$ cat src/rtl/clk_rst_pkg.sv
// Shared definitions for the divided-clock reset/start-up sequencer.
package clk_rst_pkg;

  localparam int STATE_W = 3;

  // Encodings are exposed on seq_state for debug/CSR readback, so they are fixed.
  typedef enum logic [STATE_W-1:0] {
    ST_RST       = 3'd0,
    ST_WAIT_LOCK = 3'd1,
    ST_HOLD      = 3'd2,
    ST_RUN       = 3'd3,
    ST_SLEEP     = 3'd4
  } seq_state_e;

  localparam int DEF_SYNC_STAGES = 2;
  localparam int DEF_HOLD_CYCLES = 16;
  localparam int DEF_CNT_W       = 8;

endpackage

$ cat src/rtl/sync_ff.sv
// Multi-flop synchronizer: 1-bit, parameterized depth, async active-high clear to 0.
module sync_ff
  import clk_rst_pkg::*;
#(
  parameter int DEPTH = DEF_SYNC_STAGES
) (
  input  logic clk,
  input  logic clr,
  input  logic d,
  output logic q
);

  logic [DEPTH-1:0] stage_reg;

  genvar gi;
  for (gi = 0; gi < DEPTH; gi++) begin : g_stage
    if (gi == 0) begin : g_first
      // First flop samples the asynchronous input.
      always_ff @(posedge clk or posedge clr) begin
        if (clr) stage_reg[0] <= 1'b0;
        else     stage_reg[0] <= d;
      end
    end else begin : g_rest
      // Following flops give metastability time to resolve.
      always_ff @(posedge clk or posedge clr) begin
        if (clr) stage_reg[gi] <= 1'b0;
        else     stage_reg[gi] <= stage_reg[gi-1];
      end
    end
  end

  assign q = stage_reg[DEPTH-1];

endmodule

$ cat src/rtl/clk_domain_rst_seq.sv
// Reset/start-up sequencer for the divided processor clock domain.
// Releases the core from reset a fixed number of cycles after PLL lock,
// offers a four-phase sleep handshake and re-sequences on lock loss.
module clk_domain_rst_seq
  import clk_rst_pkg::*;
#(
  parameter int SYNC_STAGES = DEF_SYNC_STAGES,
  parameter int HOLD_CYCLES = DEF_HOLD_CYCLES,
  parameter int CNT_W       = DEF_CNT_W
) (
  input  logic               clk,
  input  logic               reset,
  input  logic               pll_lock,
  input  logic               sleep_req,
  output logic               core_rst,
  output logic               core_clk_en,
  output logic               sleep_ack,
  output logic [STATE_W-1:0] seq_state
);

  // Reject parameter sets that cannot work at elaboration time.
  if (SYNC_STAGES < 2) begin : g_bad_sync_stages
    $error("clk_domain_rst_seq: SYNC_STAGES must be >= 2");
  end
  if (HOLD_CYCLES < 1) begin : g_bad_hold_cycles
    $error("clk_domain_rst_seq: HOLD_CYCLES must be >= 1");
  end
  if ((64'd1 << CNT_W) <= 64'(HOLD_CYCLES)) begin : g_bad_cnt_w
    $error("clk_domain_rst_seq: CNT_W too narrow for HOLD_CYCLES");
  end

  localparam logic [CNT_W-1:0] CNT_LAST = CNT_W'(HOLD_CYCLES - 1);

  logic             rst_s;
  logic             lock_s;
  seq_state_e       state_reg, state_next;
  logic [CNT_W-1:0] cnt_reg, cnt_next;
  logic             core_rst_reg, core_clk_en_reg, sleep_ack_reg;

  // Reset release: a constant 1 shifts in once reset deasserts.
  sync_ff #(.DEPTH(SYNC_STAGES)) u_rst_sync (
    .clk (clk),
    .clr (reset),
    .d   (1'b1),
    .q   (rst_s)
  );

  // PLL lock flag brought into the clk domain.
  sync_ff #(.DEPTH(SYNC_STAGES)) u_lock_sync (
    .clk (clk),
    .clr (reset),
    .d   (pll_lock),
    .q   (lock_s)
  );

  // Next-state and hold-counter logic; lock loss always has top priority.
  always_comb begin
    state_next = state_reg;
    cnt_next   = '0;
    case (state_reg)
      ST_RST: begin
        if (rst_s) state_next = ST_WAIT_LOCK;
      end
      ST_WAIT_LOCK: begin
        if (lock_s) state_next = ST_HOLD;
      end
      ST_HOLD: begin
        if (!lock_s)                 state_next = ST_WAIT_LOCK;
        else if (cnt_reg == CNT_LAST) state_next = ST_RUN;
        else                          cnt_next   = cnt_reg + CNT_W'(1);
      end
      ST_RUN: begin
        if (!lock_s)        state_next = ST_WAIT_LOCK;
        else if (sleep_req) state_next = ST_SLEEP;
      end
      ST_SLEEP: begin
        if (!lock_s)         state_next = ST_WAIT_LOCK;
        else if (!sleep_req) state_next = ST_RUN;
      end
      default: state_next = ST_RST;
    endcase
  end

  // State, counter and outputs; outputs decode the next state so they move with it.
  always_ff @(posedge clk or posedge reset) begin
    if (reset) begin
      state_reg       <= ST_RST;
      cnt_reg         <= '0;
      core_rst_reg    <= 1'b1;
      core_clk_en_reg <= 1'b0;
      sleep_ack_reg   <= 1'b0;
    end else begin
      state_reg       <= state_next;
      cnt_reg         <= cnt_next;
      core_rst_reg    <= !((state_next == ST_RUN) || (state_next == ST_SLEEP));
      core_clk_en_reg <= (state_next == ST_RUN);
      sleep_ack_reg   <= (state_next == ST_SLEEP);
    end
  end

  assign core_rst    = core_rst_reg;
  assign core_clk_en = core_clk_en_reg;
  assign sleep_ack   = sleep_ack_reg;
  assign seq_state   = state_reg;

endmodule
$ cat config.mk
export PLATFORM = sky130hd
export DESIGN_NAME = clk_domain_rst_seq
export DESIGN_NICKNAME = d
export VERILOG_FILES = /design/src/rtl/clk_rst_pkg.sv /design/src/rtl/sync_ff.sv /design/src/rtl/clk_domain_rst_seq.sv
export SDC_FILE = /design/constraint.sdc
export NUM_CORES = 1
export LEC_CHECK = 0
export ABC_AREA = 1
export CAP_MARGIN = 20
export CORE_UTILIZATION = 25
export CTS_BUF_LIST = sky130_fd_sc_hd__clkbuf_4 sky130_fd_sc_hd__clkbuf_8
export DETAILED_ROUTE_END_ITERATION = 16
export PLACE_DENSITY = 0.38
export SLEW_MARGIN = 20
export SYNTH_ARGS = -nofsm -noshare
export SYNTH_HDL_FRONTEND = slang
export SYNTH_HIERARCHICAL = 1
export SYNTH_SLANG_ARGS = --single-unit
$ cat constraint.sdc
create_clock -name clk -period 1.5 [get_ports clk]
set_clock_uncertainty 0.05 [all_clocks]
set_input_delay 0.45 -clock clk [delete_from_list [all_inputs] [get_ports clk]]
set_output_delay 0.45 -clock clk [all_outputs]
set_load 0.005 [all_outputs]
==> impl_summary.txt <==
----------------------------------------------------
[Run status]
  Outcome ... finished, final reports clean

[Logic synthesis]
  Warnings, synthesis ... 6
  Count of cell types in the netlist ... 26
  Synth Cell Area ... ~850 µm²
  Synthesized Nets ... 99
  Proportion of synthesized chip area in sequential cells ... 52.9%
  Avg Synthesized Cell Area ... around 9 µm²
  EDFF count, synth ... 0
  Async S/R FF share, synth ... between 90% and 100%
  Post-synthesis cell count ... 94
  Most numerous cell types in the synthesized netlist ... sky130_fd_sc_hd__dfrtp_1 (17), sky130_fd_sc_hd__nand2_1 (14), sky130_fd_sc_hd__nor2_1 (14), sky130_fd_sc_hd__inv_1 (13), sky130_fd_sc_hd__nand3_1 (5)
  Post-synth top flop ... sky130_fd_sc_hd__dfrtp_1
  Most repeated cell in the gate-level netlist after synthesis ... sky130_fd_sc_hd__dfrtp_1
  Post-synthesis register bit count ... 18
  Top cells by area in the synthesized netlist ... sky130_fd_sc_hd__dfrtp_1 (50%), sky130_fd_sc_hd__nand2_1 (6.2%), sky130_fd_sc_hd__nor2_1 (6.2%), sky130_fd_sc_hd__inv_1 (5.7%), sky130_fd_sc_hd__dfstp_2 (3.1%)
  Cell type with the largest total area after synthesis ... sky130_fd_sc_hd__dfrtp_1
  Area fraction of the dominant cell type after synthesis ... around half

[Route]
  Initial detailed-routing violation count ... 23
  Remaining routing DRC violations ... 0
  Count of vias placed by the detailed router ... 637
  Drt total wl ... 1620 µm
  Router iterations before antenna repair ... 4
  Detailed-route wire length per cell ... around 10 µm
  Count of nets left with antenna violations after detail routing ... 0
  Via density per instance ... about 4.1

[Clock tree]
  Clock-pin transition on the worst setup and hold timing paths ... 100 ps
  Setup Buffers After CTS ... 0
  Inserted Clock Buffers ... 3
  Htree depth ... 1
  CTS Root Buffer Type ... sky130_fd_sc_hd__clkbuf_4
  TritonCTS clock tree ... built
  Worst skew pair latency ... approximately 290 ps
  Clock sink count ... 18
  Hold Buf Count CTS ... 0
  Max Root-Sink Buffers ... 2

[Floorplan]
  Core Area ... 0.00315 mm²
  Width of the die ... about 60 µm
  Num ports ... 10
  Chip Height ... between 60 and 70 µm
  Total Die Area ... 0.00365 mm²
  Starting density of the core ... 27.1%
  Number of rows in the core area ... 20

[Pwr]
  Power per Cell Area ... 1210 mW/mm²
  Max IR drop VDD ... around 360 µV
  Total internal power ... 0.890 mW
  Switching fraction of total power ... between 30% and 40%
  Clock Power Share ... a little under a quarter
  Leakage power figure ... between 0.5 and 0.6 nW
  NetSw ... 0.414 mW
  Sequential cell fraction of total power ... about 45%
  Share of total power in combinational logic ... 32.4%

[STA]
  Setup violators final ... 0
  Timing-limited maximum frequency ... approximately 0.69 GHz
  Period minus WS final ... 1460 ps
  Hold slack ... 311 ps
  Number of endpoints with negative hold slack in the final report ... 0
  Final number of max-transition violations ... 0
  RSZ-0062 raised after global routing ... false
  Part of the cycle the worst path needs ... a little over nine tenths

[Worst setup path]
  Required @ worst endpoint ... 1000 ps
  Worst-case register-to-register setup slack ... about 170 ps
  Worst path top cell family by delay ... flip-flops
  Path type of the worst setup path ... reg -> out
  List of cells traversed by the critical path ... dlygate4sd2_1
  Bufs and invs on worst path ... 1
  Slowest cell on the critical path ... sky130_fd_sc_hd__dfrtp_1
  Arrival time worst endpoint ... roughly 960 ps
  CP startpoint kind ... flop
  Largest stage delay, worst path ... roughly 390 ps
  Maximum fanout along the worst path ... 2
  Critical path capture point type ... primary output

[Final layout]
  Final antenna diode count ... 0
  Share of cells above drive strength 1 ... 21.4%
  Number of fill cells ... between 300 and 400
  Number of flip-flops under the largest register name ... 8
  Area overhead of the layout relative to synthesis ... 26.0%
  Finished Core Util ... roughly a third
  Layout net count ... 118

[Placement]
  Post-DP HPWL ... roughly 1200 µm
  Placer Congestion ... around 0.74
  Number of buffers inserted by port buffering ... 9

[Global route]
  Wire length of the first global-routing pass ... 2810 µm
  Congestion Overflow GR ... 0
  Total track usage ... between 10% and 20%
  Initial antenna violation count ... 0
  Pin count of the biggest net entering global routing ... 11
  Number of global-route vias before repair ... 621

[Min path]
  Worst min-delay path class ... reg -> reg

[Job]
  Max capacitance violation total ... 0

----------------------------------------------------
metal layers:
metal / up-vias / GRT usage [%] / wire length (µm) / part of all wire [%]
met4: 0 / 6.82 / 40 / 2.5
li1: 327 / - / - / -
met2: 15 / 16.2 / 703 / 43
met1: 290 / 14.9 / 812 / 50
met5: - / 0 / 0 / 0
met3: 5 / 2.13 / 68 / 4.2
power by group through the flow:
stage / clock network [mW] / logic (mW) / registers [mW]
after global routing: 0.325 / 0.477 / 0.598
final: 0.297 / 0.423 / 0.585
after global placement: 0 / 0.469 / 0.598
after detailed placement: 0 / 0.466 / 0.596
after floorplan: 0 / 0.214 / 0.627
after CTS: 0.311 / 0.431 / 0.587
cell type report:
cell class	instances	area, µm²	area share, %
Clock buffer	4	36.3	3.38
Inverter	15	57.6	5.36
Multi-Input combinational cell	61	344	32.0
Sequential cell	18	452	42.0
Tap cell	44	55.1	5.12
Timing Repair Buffer	14	130	12.1
worst paths after layout:
path                                                    start                      end  cells after the start
max in group asynchronous                               reset     cnt_reg[2]$_DFF_PP0_                      3
min in group asynchronous                               reset   u_rst_sync/q$_DFF_PP0_                      2
hold reg to reg            u_lock_sync/stage_reg[0]$_DFF_PP0_  u_lock_sync/q$_DFF_PP0_                      0
setup / recovery                       seq_state[0]$_DFF_PP0_             seq_state[0]                      1
hold / removal             u_lock_sync/stage_reg[0]$_DFF_PP0_  u_lock_sync/q$_DFF_PP0_                      0
setup reg to reg                         cnt_reg[0]$_DFF_PP0_    core_clk_en$_DFF_PP0_                      6
per-stage QoR:
step	TNS (ps)	setup slack [ps]	instances	total power [mW]	area [µm²]
global route	0	2.38	156	1.40	1070
floorplan	0	240	94	0.842	853
CTS	0	26.1	156	1.33	1070
global placement	-485	-207	152	1.07	1050
detailed placement	-455	-200	152	1.06	1050
finish	0	42.8	156	1.30	1070
repair_timing:
action | 4_1_cts | 5_1_grt
gates cloned | 0 | 0
resized for setup | 9 | 2
endpoints found under the setup margin | 6 | 2
logic make-up after synthesis:
family,share of synthesized area (%)
other,0.439
xor gates and xnor gates,3.08
AOI/OAI and AO/OA,7.04
buffers and inverters,6.74
and+or+nand+nor,28.3
adders and majority gates,1.47
DFF,52.9
placed cells by master (no fill, tap or decap), types with 2 or more instances in the layout:
cell type	count
sky130_fd_sc_hd__dfrtp_1	17
sky130_fd_sc_hd__nor2_1	14
sky130_fd_sc_hd__nand2_1	14
sky130_fd_sc_hd__inv_1	13
sky130_fd_sc_hd__nand3_1	5
sky130_fd_sc_hd__a21oi_1	4
sky130_fd_sc_hd__dlygate4sd2_1	4
sky130_fd_sc_hd__buf_4	4
sky130_fd_sc_hd__nand2_2	3
sky130_fd_sc_hd__clkbuf_4	3
sky130_fd_sc_hd__clkdlybuf4s50_1	3
sky130_fd_sc_hd__o21ai_0	2
sky130_fd_sc_hd__nor2_2	2
sky130_fd_sc_hd__nand4_1	2
sky130_fd_sc_hd__xor2_1	2
(Power assumes the default switching activity.)
